$ cat config.mk
export PLATFORM = sky130hd
export DESIGN_NAME = player_knife_flat
export DESIGN_NICKNAME = d
export VERILOG_FILES = /design/src/rtl/player_knife_if.sv /design/src/rtl/player_knife.sv /design/src/flat_wrapper.sv
export SDC_FILE = /design/constraint.sdc
export NUM_CORES = 1
export LEC_CHECK = 0
export ABC_AREA = 0
export CAP_MARGIN = 10
export CORE_MARGIN = 3
export CORE_UTILIZATION = 36
export CTS_CLUSTER_SIZE = 30
export DETAILED_ROUTE_END_ITERATION = 8
export GPL_TIMING_DRIVEN = 0
export RECOVER_POWER = 100
export SLEW_MARGIN = 30
export SYNTH_ARGS = -nofsm -noshare
export SYNTH_HDL_FRONTEND = slang
export SYNTH_SLANG_ARGS = --single-unit
$ cat constraint.sdc
create_clock -name frame_clk -period 3.49 [get_ports frame_clk]
set_clock_uncertainty 0.15 [all_clocks]
set_input_delay 0.698 -clock frame_clk [delete_from_list [all_inputs] [get_ports frame_clk]]
set_output_delay 0.698 -clock frame_clk [all_outputs]
set_load 0.005 [all_outputs]
$ cat src/rtl/player_knife_if.sv
// Play-field bundle between the player knife block and its surroundings.
// Pure wiring; no latency of its own.
// No backpressure: every field is a frame-rate level signal.
interface player_knife_if;
    logic [3:0] game_state;
    logic [9:0] BallX;
    logic [9:0] BallY;
    logic [9:0] BallS;
    logic       throw_key;
    logic [9:0] monsterX;
    logic [9:0] monsterY;
    logic       monster_exist;
    logic [9:0] fireballX;
    logic [9:0] fireballY;
    logic [9:0] fireballS;
    logic       fireball_exist;
    logic [9:0] knifeX;
    logic [9:0] knifeY;
    logic       knife_exist;
    logic       knife_hit;
    logic [5:0] player_life_value;
    logic       player_dead;

    // Game / HUD side: drives player, monster and fireball state, observes the knife and health
    modport master (
        output game_state, BallX, BallY, BallS, throw_key,
               monsterX, monsterY, monster_exist,
               fireballX, fireballY, fireballS, fireball_exist,
        input  knifeX, knifeY, knife_exist, knife_hit, player_life_value, player_dead
    );

    // Knife block side
    modport slave (
        input  game_state, BallX, BallY, BallS, throw_key,
               monsterX, monsterY, monster_exist,
               fireballX, fireballY, fireballS, fireball_exist,
        output knifeX, knifeY, knife_exist, knife_hit, player_life_value, player_dead
    );
endinterface

$ cat src/rtl/player_knife.sv
// Player knife launcher (IDLE/FLYING/COOLDOWN) plus fireball-vs-player health scoring.
// Latency: every output is registered; inputs take effect on the next frame_clk edge.
// No backpressure; optional homing flight enabled by defining PLAYER_KNIFE_HOMING_EN.
module player_knife #(
    parameter int KNIFE_STEP      = 4,
    parameter int RIGHT_EDGE      = 639,
    parameter int COOLDOWN_FRAMES = 15,
    parameter int PLAYER_LIFE     = 5,
    parameter int INVULN_FRAMES   = 30
) (
    input  logic          frame_clk,
    input  logic          Reset_n,
    player_knife_if.slave bus
);

    localparam logic [10:0] STEP      = 11'(KNIFE_STEP);
    localparam logic [9:0]  EDGE_X    = 10'(RIGHT_EDGE);
    localparam logic [7:0]  CD_LAST   = 8'(COOLDOWN_FRAMES - 1);
    localparam logic [5:0]  LIFE_INIT = 6'(PLAYER_LIFE);
    localparam logic [7:0]  INV_LOAD  = 8'(INVULN_FRAMES);

    typedef enum logic [1:0] {
        IDLE     = 2'd0,
        FLYING   = 2'd1,
        COOLDOWN = 2'd2
    } state_t;

    state_t      state;
    logic [9:0]  knife_x;
    logic [9:0]  knife_y;
    logic        knife_exist;
    logic        knife_hit;
    logic [7:0]  cd_cnt;
    logic [5:0]  life;
    logic        dead;
    logic [7:0]  inv_cnt;
    logic        throw_d;

    logic        play;
    logic        trig;
    logic        in_win;
    logic        fb_hit;
    logic        kill;

    logic signed [11:0] kx, ky, mx, my;
    logic signed [11:0] dx, dy;
    logic        [11:0] adx, ady, reach;

    // Position add that clamps at the right edge of the 10-bit coordinate space
    function automatic logic [9:0] sat_add(input logic [9:0] a, input logic [10:0] b);
        logic [11:0] s;
        s = {2'b00, a} + {1'b0, b};
        return (s > 12'd1023) ? 10'd1023 : s[9:0];
    endfunction

    assign play = (bus.game_state == 4'd2);
    assign trig = bus.throw_key & ~throw_d;

    // Signed window and distance math so small coordinates never wrap
    always_comb begin
        kx    = $signed({2'b00, knife_x});
        ky    = $signed({2'b00, knife_y});
        mx    = $signed({2'b00, bus.monsterX});
        my    = $signed({2'b00, bus.monsterY});
        dx    = $signed({2'b00, bus.fireballX}) - $signed({2'b00, bus.BallX});
        dy    = $signed({2'b00, bus.fireballY}) - $signed({2'b00, bus.BallY});
        adx   = dx[11] ? $unsigned(-dx) : $unsigned(dx);
        ady   = dy[11] ? $unsigned(-dy) : $unsigned(dy);
        reach = {2'b00, bus.BallS} + {2'b00, bus.fireballS};

        in_win = bus.monster_exist &&
                 (kx >= mx - 12'sd2)  && (kx <= mx + 12'sd3) &&
                 (ky >= my - 12'sd30) && (ky <= my + 12'sd30);

        fb_hit = play && bus.fireball_exist && (inv_cnt == 8'd0) &&
                 !dead && (life != 6'd0) && (adx <= reach) && (ady <= reach);
        kill   = fb_hit && (life == 6'd1);
    end

    // Previous throw_key level for edge detection; tracked even outside play so a held key never fires
    always_ff @(posedge frame_clk or negedge Reset_n) begin
        if (!Reset_n) begin
            throw_d <= 1'b0;
        end else begin
            throw_d <= bus.throw_key;
        end
    end

    // Health and post-hit immunity
    always_ff @(posedge frame_clk or negedge Reset_n) begin
        if (!Reset_n) begin
            life    <= LIFE_INIT;
            dead    <= 1'b0;
            inv_cnt <= 8'd0;
        end else if (!play) begin
            life    <= LIFE_INIT;
            dead    <= 1'b0;
            inv_cnt <= 8'd0;
        end else if (fb_hit) begin
            inv_cnt <= INV_LOAD;
            if (kill) begin
                life <= 6'd0;
                dead <= 1'b1;
            end else begin
                life <= life - 6'd1;
            end
        end else if (inv_cnt != 8'd0) begin
            inv_cnt <= inv_cnt - 8'd1;
        end
    end

    // Knife FSM with registered position, flight flag and hit pulse
    always_ff @(posedge frame_clk or negedge Reset_n) begin
        if (!Reset_n) begin
            state       <= IDLE;
            knife_x     <= 10'd0;
            knife_y     <= 10'd0;
            knife_exist <= 1'b0;
            knife_hit   <= 1'b0;
            cd_cnt      <= 8'd0;
        end else if (!play || dead || kill) begin
            // Out of play or dead: park on the player; a fatal hit also cancels a same-frame throw
            state       <= IDLE;
            knife_x     <= bus.BallX;
            knife_y     <= bus.BallY;
            knife_exist <= 1'b0;
            knife_hit   <= 1'b0;
            cd_cnt      <= 8'd0;
        end else begin
            knife_hit <= 1'b0;
            case (state)
                IDLE: begin
                    if (trig) begin
                        state       <= FLYING;
                        knife_x     <= sat_add(bus.BallX, {1'b0, bus.BallS});
                        knife_y     <= bus.BallY;
                        knife_exist <= 1'b1;
                    end else begin
                        knife_x     <= bus.BallX;
                        knife_y     <= bus.BallY;
                        knife_exist <= 1'b0;
                    end
                end
                FLYING: begin
                    // Hit test on the position currently presented; a hit wins over the edge
                    if (in_win || (knife_x >= EDGE_X)) begin
                        state       <= COOLDOWN;
                        knife_hit   <= in_win;
                        knife_exist <= 1'b0;
                        knife_x     <= bus.BallX;
                        knife_y     <= bus.BallY;
                        cd_cnt      <= 8'd0;
                    end else begin
                        knife_x <= sat_add(knife_x, STEP);
`ifdef PLAYER_KNIFE_HOMING_EN
                        if (bus.monster_exist) begin
                            if (knife_y < bus.monsterY) begin
                                knife_y <= knife_y + 10'd1;
                            end else if (knife_y > bus.monsterY) begin
                                knife_y <= knife_y - 10'd1;
                            end
                        end
`endif
                    end
                end
                COOLDOWN: begin
                    // Triggers are simply ignored here, so nothing is queued for later
                    knife_x     <= bus.BallX;
                    knife_y     <= bus.BallY;
                    knife_exist <= 1'b0;
                    if (cd_cnt == CD_LAST) begin
                        state  <= IDLE;
                        cd_cnt <= 8'd0;
                    end else begin
                        cd_cnt <= cd_cnt + 8'd1;
                    end
                end
                default: begin
                    state       <= IDLE;
                    knife_exist <= 1'b0;
                end
            endcase
        end
    end

    assign bus.knifeX            = knife_x;
    assign bus.knifeY            = knife_y;
    assign bus.knife_exist       = knife_exist;
    assign bus.knife_hit         = knife_hit;
    assign bus.player_life_value = life;
    assign bus.player_dead       = dead;

endmodule
$ cat src/flat_wrapper.sv
// flat-port wrapper written by rule: the top's interface ports become plain ports
module player_knife_flat 
#(
    parameter int KNIFE_STEP      = 4,
    parameter int RIGHT_EDGE      = 639,
    parameter int COOLDOWN_FRAMES = 15,
    parameter int PLAYER_LIFE     = 5,
    parameter int INVULN_FRAMES   = 30
)
  (frame_clk, Reset_n, bus_game_state, bus_BallX, bus_BallY, bus_BallS, bus_throw_key, bus_monsterX, bus_monsterY, bus_monster_exist, bus_fireballX, bus_fireballY, bus_fireballS, bus_fireball_exist, bus_knifeX, bus_knifeY, bus_knife_exist, bus_knife_hit, bus_player_life_value, bus_player_dead);
  player_knife_if bus_i ();
  input  logic frame_clk;
  input  logic Reset_n;
  input wire logic [$bits(bus_i.game_state)-1:0] bus_game_state;
  input wire logic [$bits(bus_i.BallX)-1:0] bus_BallX;
  input wire logic [$bits(bus_i.BallY)-1:0] bus_BallY;
  input wire logic [$bits(bus_i.BallS)-1:0] bus_BallS;
  input wire logic [$bits(bus_i.throw_key)-1:0] bus_throw_key;
  input wire logic [$bits(bus_i.monsterX)-1:0] bus_monsterX;
  input wire logic [$bits(bus_i.monsterY)-1:0] bus_monsterY;
  input wire logic [$bits(bus_i.monster_exist)-1:0] bus_monster_exist;
  input wire logic [$bits(bus_i.fireballX)-1:0] bus_fireballX;
  input wire logic [$bits(bus_i.fireballY)-1:0] bus_fireballY;
  input wire logic [$bits(bus_i.fireballS)-1:0] bus_fireballS;
  input wire logic [$bits(bus_i.fireball_exist)-1:0] bus_fireball_exist;
  output wire logic [$bits(bus_i.knifeX)-1:0] bus_knifeX;
  output wire logic [$bits(bus_i.knifeY)-1:0] bus_knifeY;
  output wire logic [$bits(bus_i.knife_exist)-1:0] bus_knife_exist;
  output wire logic [$bits(bus_i.knife_hit)-1:0] bus_knife_hit;
  output wire logic [$bits(bus_i.player_life_value)-1:0] bus_player_life_value;
  output wire logic [$bits(bus_i.player_dead)-1:0] bus_player_dead;
  assign bus_i.game_state = bus_game_state;
  assign bus_i.BallX = bus_BallX;
  assign bus_i.BallY = bus_BallY;
  assign bus_i.BallS = bus_BallS;
  assign bus_i.throw_key = bus_throw_key;
  assign bus_i.monsterX = bus_monsterX;
  assign bus_i.monsterY = bus_monsterY;
  assign bus_i.monster_exist = bus_monster_exist;
  assign bus_i.fireballX = bus_fireballX;
  assign bus_i.fireballY = bus_fireballY;
  assign bus_i.fireballS = bus_fireballS;
  assign bus_i.fireball_exist = bus_fireball_exist;
  assign bus_knifeX = bus_i.knifeX;
  assign bus_knifeY = bus_i.knifeY;
  assign bus_knife_exist = bus_i.knife_exist;
  assign bus_knife_hit = bus_i.knife_hit;
  assign bus_player_life_value = bus_i.player_life_value;
  assign bus_player_dead = bus_i.player_dead;
  player_knife #(.KNIFE_STEP(KNIFE_STEP), .RIGHT_EDGE(RIGHT_EDGE), .COOLDOWN_FRAMES(COOLDOWN_FRAMES), .PLAYER_LIFE(PLAYER_LIFE), .INVULN_FRAMES(INVULN_FRAMES)) u_core (.frame_clk(frame_clk), .Reset_n(Reset_n), .bus(bus_i));
endmodule
# After elaboration in Yosys (flattened, before gate mapping)
# Cells that the tools add are included.
word_totals:
  regBits: 48
  elab_cells: 110
  inputBits: 89
op_classes:
  n_lt_le_gt_ge: 9
  muxes: 36
  bitwise_logic: 2
  add_sub_neg: 14
  n_reduce_logical: 28
  eq_ne: 11
ops:
  columns: ["cell", "n"]
  rows:
  - ["10-bit 2-to-1 mux", 7]
  - ["8-bit 2-to-1 mux", 6]
  - ["10-bit one-hot mux with 3 select lines", 1]
  - ["11-bit by 12-bit greater-or-equal comparator with 1-bit output", 2]
  - ["12-bit by 10-bit greater-than comparator with 1-bit output (second input constant)", 2]
  - ["11-bit by 12-bit less-or-equal comparator with 1-bit output", 2]
  - ["12-bit less-or-equal comparator", 2]
  - ["12-bit 2-to-1 mux", 2]
  - ["12-bit negator", 2]
  - ["10-bit by 10-bit adder with 11-bit output", 2]
  - ["10-bit by 10-bit subtractor with 11-bit output", 2]
  - ["10-bit one-hot mux with 2 select lines", 1]
  - ["6-bit 2-to-1 mux", 3]
  - ["8-bit one-hot mux with 2 select lines", 1]
  - ["10-bit by 2-bit adder with 11-bit output (second input constant)", 1]
  - ["10-bit by 3-bit adder with 11-bit output (second input constant)", 1]
  - ["10-bit by 5-bit adder with 11-bit output (second input constant)", 1]
  - ["1-bit logical AND", 11]
  - ["10-bit by 2-bit subtractor with 11-bit output (second input constant)", 1]
  - ["10-bit by 5-bit subtractor with 11-bit output (second input constant)", 1]
  - ["10-bit greater-or-equal comparator (second input constant)", 1]
  - ["1-bit 2-to-1 mux", 9]
  - ["3-bit by 1-bit != test with 1-bit output (second input constant)", 3]
  - ["8-bit by 1-bit adder with 8-bit output (second input constant)", 1]
  - ["25 further kinds", 35]

# Depth between registers and ports, before layout
depth:
  word_depth: 11
  ltp_mapped: 26
  ltp_nobuf: 23

# Worst setup path after synthesis
# OpenSTA, ideal clock, no wires.
synth_path:
  path_type: "input to register"
  start: "input bus_fireballY[0]"
  end: "register u_core.knife_x[4] (netlist: u_core.bus.knifeX[4])"
  required_ps: 3258
  t_arrival_ps: 4864
  setup_ps: 82
  stages: 25
  path_buffers: 2
  slack_ps: -1606
  path_cell_list: "inv_1 ha_1 inv_1 fa_1 a21o_1 a21oi_1 nor2b_1 o21ai_0 a21oi_1 a21o_1 a21oi_1 clkbuf_1 o21ai_0 xnor2_1 ha_1 and4_1 nand4_1 a21o_1 a31oi_1 nor4_4 nand2b_1 buf_6 or3_4 a21o_1 a31oi_1"
synth_between:
  elab_chain_cells: 8
  elab_cells_between_ends: 9
  classes_between: "add/sub (2); order compare (1); mux (2); reduce/logical (4)"
synth_rtl:
  columns: ["element", "line", "source"]
  rows:
  - ["from (decl)", "flat_wrapper.sv:23", "input wire logic [$bits(bus_i.fireballY)-1:0] bus_fireballY;"]
  - ["10-bit by 10-bit subtractor with 11-bit output (*)", "player_knife.sv:66", "dy = $signed({2'b00, bus.fireballY}) - $signed({2'b00, bus.BallY});"]
  - ["12-bit negator", "player_knife.sv:68", "ady = dy[11] ? $unsigned(-dy) : $unsigned(dy);"]
  - ["12-bit 2-to-1 mux (*)", "player_knife.sv:68", null]
  - ["12-bit less-or-equal comparator (*)", "player_knife.sv:76", "!dead && (life != 6'd0) && (adx <= reach) && (ady <= reach);"]
  - ["1-bit logical AND (*)", "player_knife.sv:76", null]
  - ["1-bit logical AND (*)", "player_knife.sv:77", "kill = fb_hit && (life == 6'd1);"]
  - ["1-bit logical OR (*)", "player_knife.sv:121", "end else if (!play || dead || kill) begin"]
  - ["4-bit nonzero test (no line) / 10-bit 2-to-1 mux (equally long branches)", null, null]
  - ["to (signal assigned)", "player_knife.sv:124", "knife_x <= bus.BallX;"]
  - ["to (signal assigned)", "player_knife.sv:135", "knife_x <= sat_add(bus.BallX, {1'b0, bus.BallS});"]
  - ["to (signal assigned)", "player_knife.sv:139", "knife_x <= bus.BallX;"]
  - ["to (decl)", "player_knife.sv:29", "logic [9:0] knife_x;"]
# Mark *: on every way between the ends. The rest lies on a longest branch, timed or not.
# A chain may end at the register's enable or synchronous reset.

# Worst setup path in the final report
layout_path:
  start: "input bus_fireballS[1]"
  end: "register u_core.knife_x[2] (netlist: u_core.bus.knifeX[2])"
layout_between:
  elab_chain_cells: 7
  elab_cells_between_ends: 9
  classes_between: "add/sub (1); order compare (2); mux (1); reduce/logical (5)"
layout_rtl:
  columns: ["element", "line", "source"]
  rows:
  - ["from (decl)", "flat_wrapper.sv:24", "input wire logic [$bits(bus_i.fireballS)-1:0] bus_fireballS;"]
  - ["10-bit by 10-bit adder with 11-bit output (*)", "player_knife.sv:69", "reach = {2'b00, bus.BallS} + {2'b00, bus.fireballS};"]
  - ["12-bit less-or-equal comparator", "player_knife.sv:76", null]
  - ["1-bit logical AND", "player_knife.sv:76", null]
  - ["1-bit logical AND (*)", "player_knife.sv:76", null]
  - ["1-bit logical AND (*)", "player_knife.sv:77", null]
  - ["1-bit logical OR (*)", "player_knife.sv:121", null]
  - ["4-bit nonzero test (no line) / 10-bit 2-to-1 mux (equally long branches)", null, null]
# Marks and branches as above.

==> run metrics <==
most common cell after layout, fill and taps aside=ha_1; crit-path leading delay family=compound AO/OA/AOI/OAI gates; post-layout worst setup margin=-1.50 ns; Pwr Total=2540 uW; data required time at the worst endpoint=3.51 ns; # rows=49; dpl hpwl=15,400 um; Antenna Nets Post-Route=0; DR vias=6,463; Initial Utilization=36.9%; Final Hold Fails=0; TNS Setup=-59.90 ns; vias in the first global route=6,343; clk_lat worst skew=about 0.30 ns; Critical Path Start Type=primary input; drt first-iter violations=232; Worst-Margin Slew=~1.6 ns; Post-synth EDFFs=0; unrepaired setup endpoints after global routing=yes; cell leakage power=0.00398 uW; min cycle time layout=4.99 ns; ratio of cells with drive above 1 in the final layout=between 10% and 20%; CP peak stage delay=0.49 ns; gr ovfl total=0; number of distinct library cells after synthesis=76; CORE AREA=0.0181 mm^2; busiest grt layer=met2; commonest cells after routing, fill and taps aside=ha_1 (114), nor2_1 (64), clkdlybuf4s50_1 (63), nand2_1 (59), inv_1 (54); power per cell area=roughly 280 mW/mm^2; Die H=142 um; slowest cell on the critical path=clkdlybuf4s50_1; most used cell, CP=a21oi_2; wire length per cell=16.0 um; Clock Path Buffers=2; worst setup path class=in -> reg; yosys warns=0; syn_nets=1,036; # Max-Cap Violations=1; Data arrival, critical path=5.01 ns; Max FO, Critical Path=5; Clock transition at path regs=approximately 0.070 ns; Post-synth ARST share=100%; Synth Cell Area=0.00668 mm^2; final hold slack=0.393 ns; sequential area share after synthesis=18.0%; Buf+Inv Stages, Crit Path=3; CP Capture Type=flop; Die ar.=0.0202 mm^2; vias per inst=5.36; # hold bufs at CTS=0; largest net degree at the start of global routing=30; final RePlAce weighted congestion=0.910; mean post-synth cell area=a little over 8 um^2; CTS Root Cell=clkbuf_16; FMAX=0.201 GHz; htree depth=2; top_reg_cell synth=dfrtp_1; placed cell count=~1,200; CTS tree=built; DR pass1 iterations=5; antenna violations before repair=0; VDD IR-drop max=0.000180 V; clock net sink count=48; status=complete, but fails checks; fin cells=1,205; HP Class=reg -> reg; number of diodes=0; first-pass GRT wire length=31,800 um; final setup fails=46; Seq cells post-synth=48; area grow syn2layout=38.3%; critical path cell sequence=clkdlybuf4s50_1 -> ha_1 -> a21o_1 -> a21oi_2 -> o21bai_1 -> a21oi_2 -> o21bai_1 -> a21oi_2 -> o21bai_1 -> a21oi_1 -> xor2_1 -> ha_1 -> a21o_1 -> a21oi_2 -> a31oi_4 -> nor4_4 -> buf_4 -> buf_12 -> nor3_4 -> o22a_1 -> o32a_1; met3 Track Usage GR=under 10%; port buffer count=110; Mapped Cells=823; failing checks=max-capacitance violations, max-slew violations, negative setup slack; Die Width=between 100 and 150 um; met1 Use GR=26.5%; Total Routed Length=19,300 um; number of CTS-inserted buffers=5; met2 Use GR=about a third; DRC=0; Slew headroom=-8.21%; Final Net Count=1,188; IO Count=118; gr usage total=19.1%; Final Slew Violations=30; final period utilization=143%
## final timing paths
kind                                            from                              end  slack [ns]  cells after the start
min in group asynchronous                    Reset_n  u_core.bus.player_life_value[5]        0.48                      1
worst max register to register  u_core.bus.knifeY[6]             u_core.bus.knifeX[7]        0.28                     10
worst min register to register  u_core.bus.knifeY[1]             u_core.bus.knifeY[1]        0.39                      2
worst min-delay path            u_core.bus.knifeY[1]             u_core.bus.knifeY[1]        0.39                      2
max in group asynchronous                    Reset_n                 u_core.cd_cnt[1]        0.61                      2
worst max-delay path                bus_fireballS[1]             u_core.bus.knifeX[2]       -1.50                     21
## through the flow
stage	setup slack [ns]	util, %	area [um^2]
global route	-1.68	51.0	9230
finish	-1.50	51.0	9230
floorplan	-1.34	-	6940
global placement	-2.53	46.1	8330
detailed placement	-2.53	46.2	8360
CTS	-1.46	50.3	9100
## cells by family (layout without fill, tap and decap cells)
kind of cell / count (synthesis) / in the layout / synth area share [%]
simple gates: 276 / 277 / 21.4
xor+xnor: 82 / 82 / 10.8
buf+inv: 81 / 233 / 5.10
compound gates: 207 / 207 / 20.3
fa+ha+maj: 124 / 124 / 23.7
mux: 5 / 5 / 0.768
flops: 48 / 48 / 18.0
## synthesized netlist by cell type, types with 3 or more instances
| master | number | share of area, % |
|---|---|---|
| and4_1 | 4 | 0.52 |
| a31oi_1 | 7 | 0.66 |
| a211oi_1 | 6 | 0.67 |
| nor4_1 | 10 | 0.94 |
| a21o_1 | 17 | 1.9 |
| or2_2 | 5 | 0.47 |
| o22ai_1 | 4 | 0.37 |
| buf_2 | 4 | 0.30 |
| o21bai_1 | 8 | 0.90 |
| or3_1 | 7 | 0.66 |
| o41ai_2 | 3 | 0.73 |
| o221ai_1 | 3 | 0.39 |
| nor4b_1 | 3 | 0.39 |
| dfrtp_1 | 46 | 17 |
| clkbuf_1 | 9 | 0.51 |
| nand2b_1 | 8 | 0.75 |
| nand2_1 | 64 | 3.6 |
| a21oi_1 | 58 | 4.3 |
| and3_1 | 4 | 0.37 |
| nand4_1 | 9 | 0.84 |
| nor3_1 | 24 | 1.8 |
| nor2b_1 | 16 | 1.5 |
| o211ai_1 | 5 | 0.56 |
| o2111ai_1 | 3 | 0.39 |
| buf_6 | 3 | 0.51 |
| mux2i_1 | 4 | 0.60 |
| xor2_1 | 24 | 3.1 |
| ha_1 | 120 | 22 |
| o21ai_0 | 44 | 3.3 |
| a211o_1 | 3 | 0.39 |
| o41ai_1 | 3 | 0.39 |
| and2_1 | 3 | 0.28 |
| fa_1 | 4 | 1.2 |
| nand3b_1 | 3 | 0.34 |
| o31ai_1 | 8 | 0.90 |
| o22a_1 | 3 | 0.39 |
| o21a_1 | 4 | 0.45 |
| xnor2_1 | 58 | 7.6 |
| nand3_1 | 32 | 2.4 |
| nor2_1 | 67 | 3.8 |
| inv_1 | 62 | 3.5 |
| o21ai_1 | 7 | 0.52 |
## per-layer routing
layer / up-vias / part of all wire (%)
met2: 132 / 47
met1: 3021 / 48
li1: 3291 / -
met5: - / 0
met3: 19 / 3.8
met4: 0 / 1.0
## state kept, by name (all words and copies together), names as in the netlist, 2 cells and up
| name | cells |
|---|---|
| u_core.bus.knifeX | 10 |
| u_core.bus.player_life_value | 6 |
| u_core.state | 2 |
| u_core.inv_cnt | 8 |
| u_core.bus.knifeY | 10 |
| u_core.cd_cnt | 8 |
## power by group
part / switching (uW) / leakage (uW) / internal [uW] / total [uW]
Sequential: 30.6 / 0.000613 / 574 / 605
Combinational: 696 / 0.00328 / 656 / 1350
Clock: 224 / 0.0000871 / 359 / 584
## what timing repair did
item                       4_1_cts  5_1_grt
buffers inserted                26        8
gates resized for setup        109       26
pin swaps                       48       16
setup endpoints to repair       46       46
gates cloned                     4        0
## worst min-delay path, cell delays in order (launching register included)
cell     delay, ns
dfrtp_1       0.38
nand2_1       0.06
o21ai_1       0.07
## final cells by class
class	instances	area (um^2)
multi-input combinational	695	5720
fill	1732	8850
clock inverter	2	38.8
timing repair buffer	145	1440
buffer	18	144
sequential	48	1200
tap	229	287
inverter	62	258
clock buffer	6	139
No activity file was read; power rests on OpenSTA's default activity.
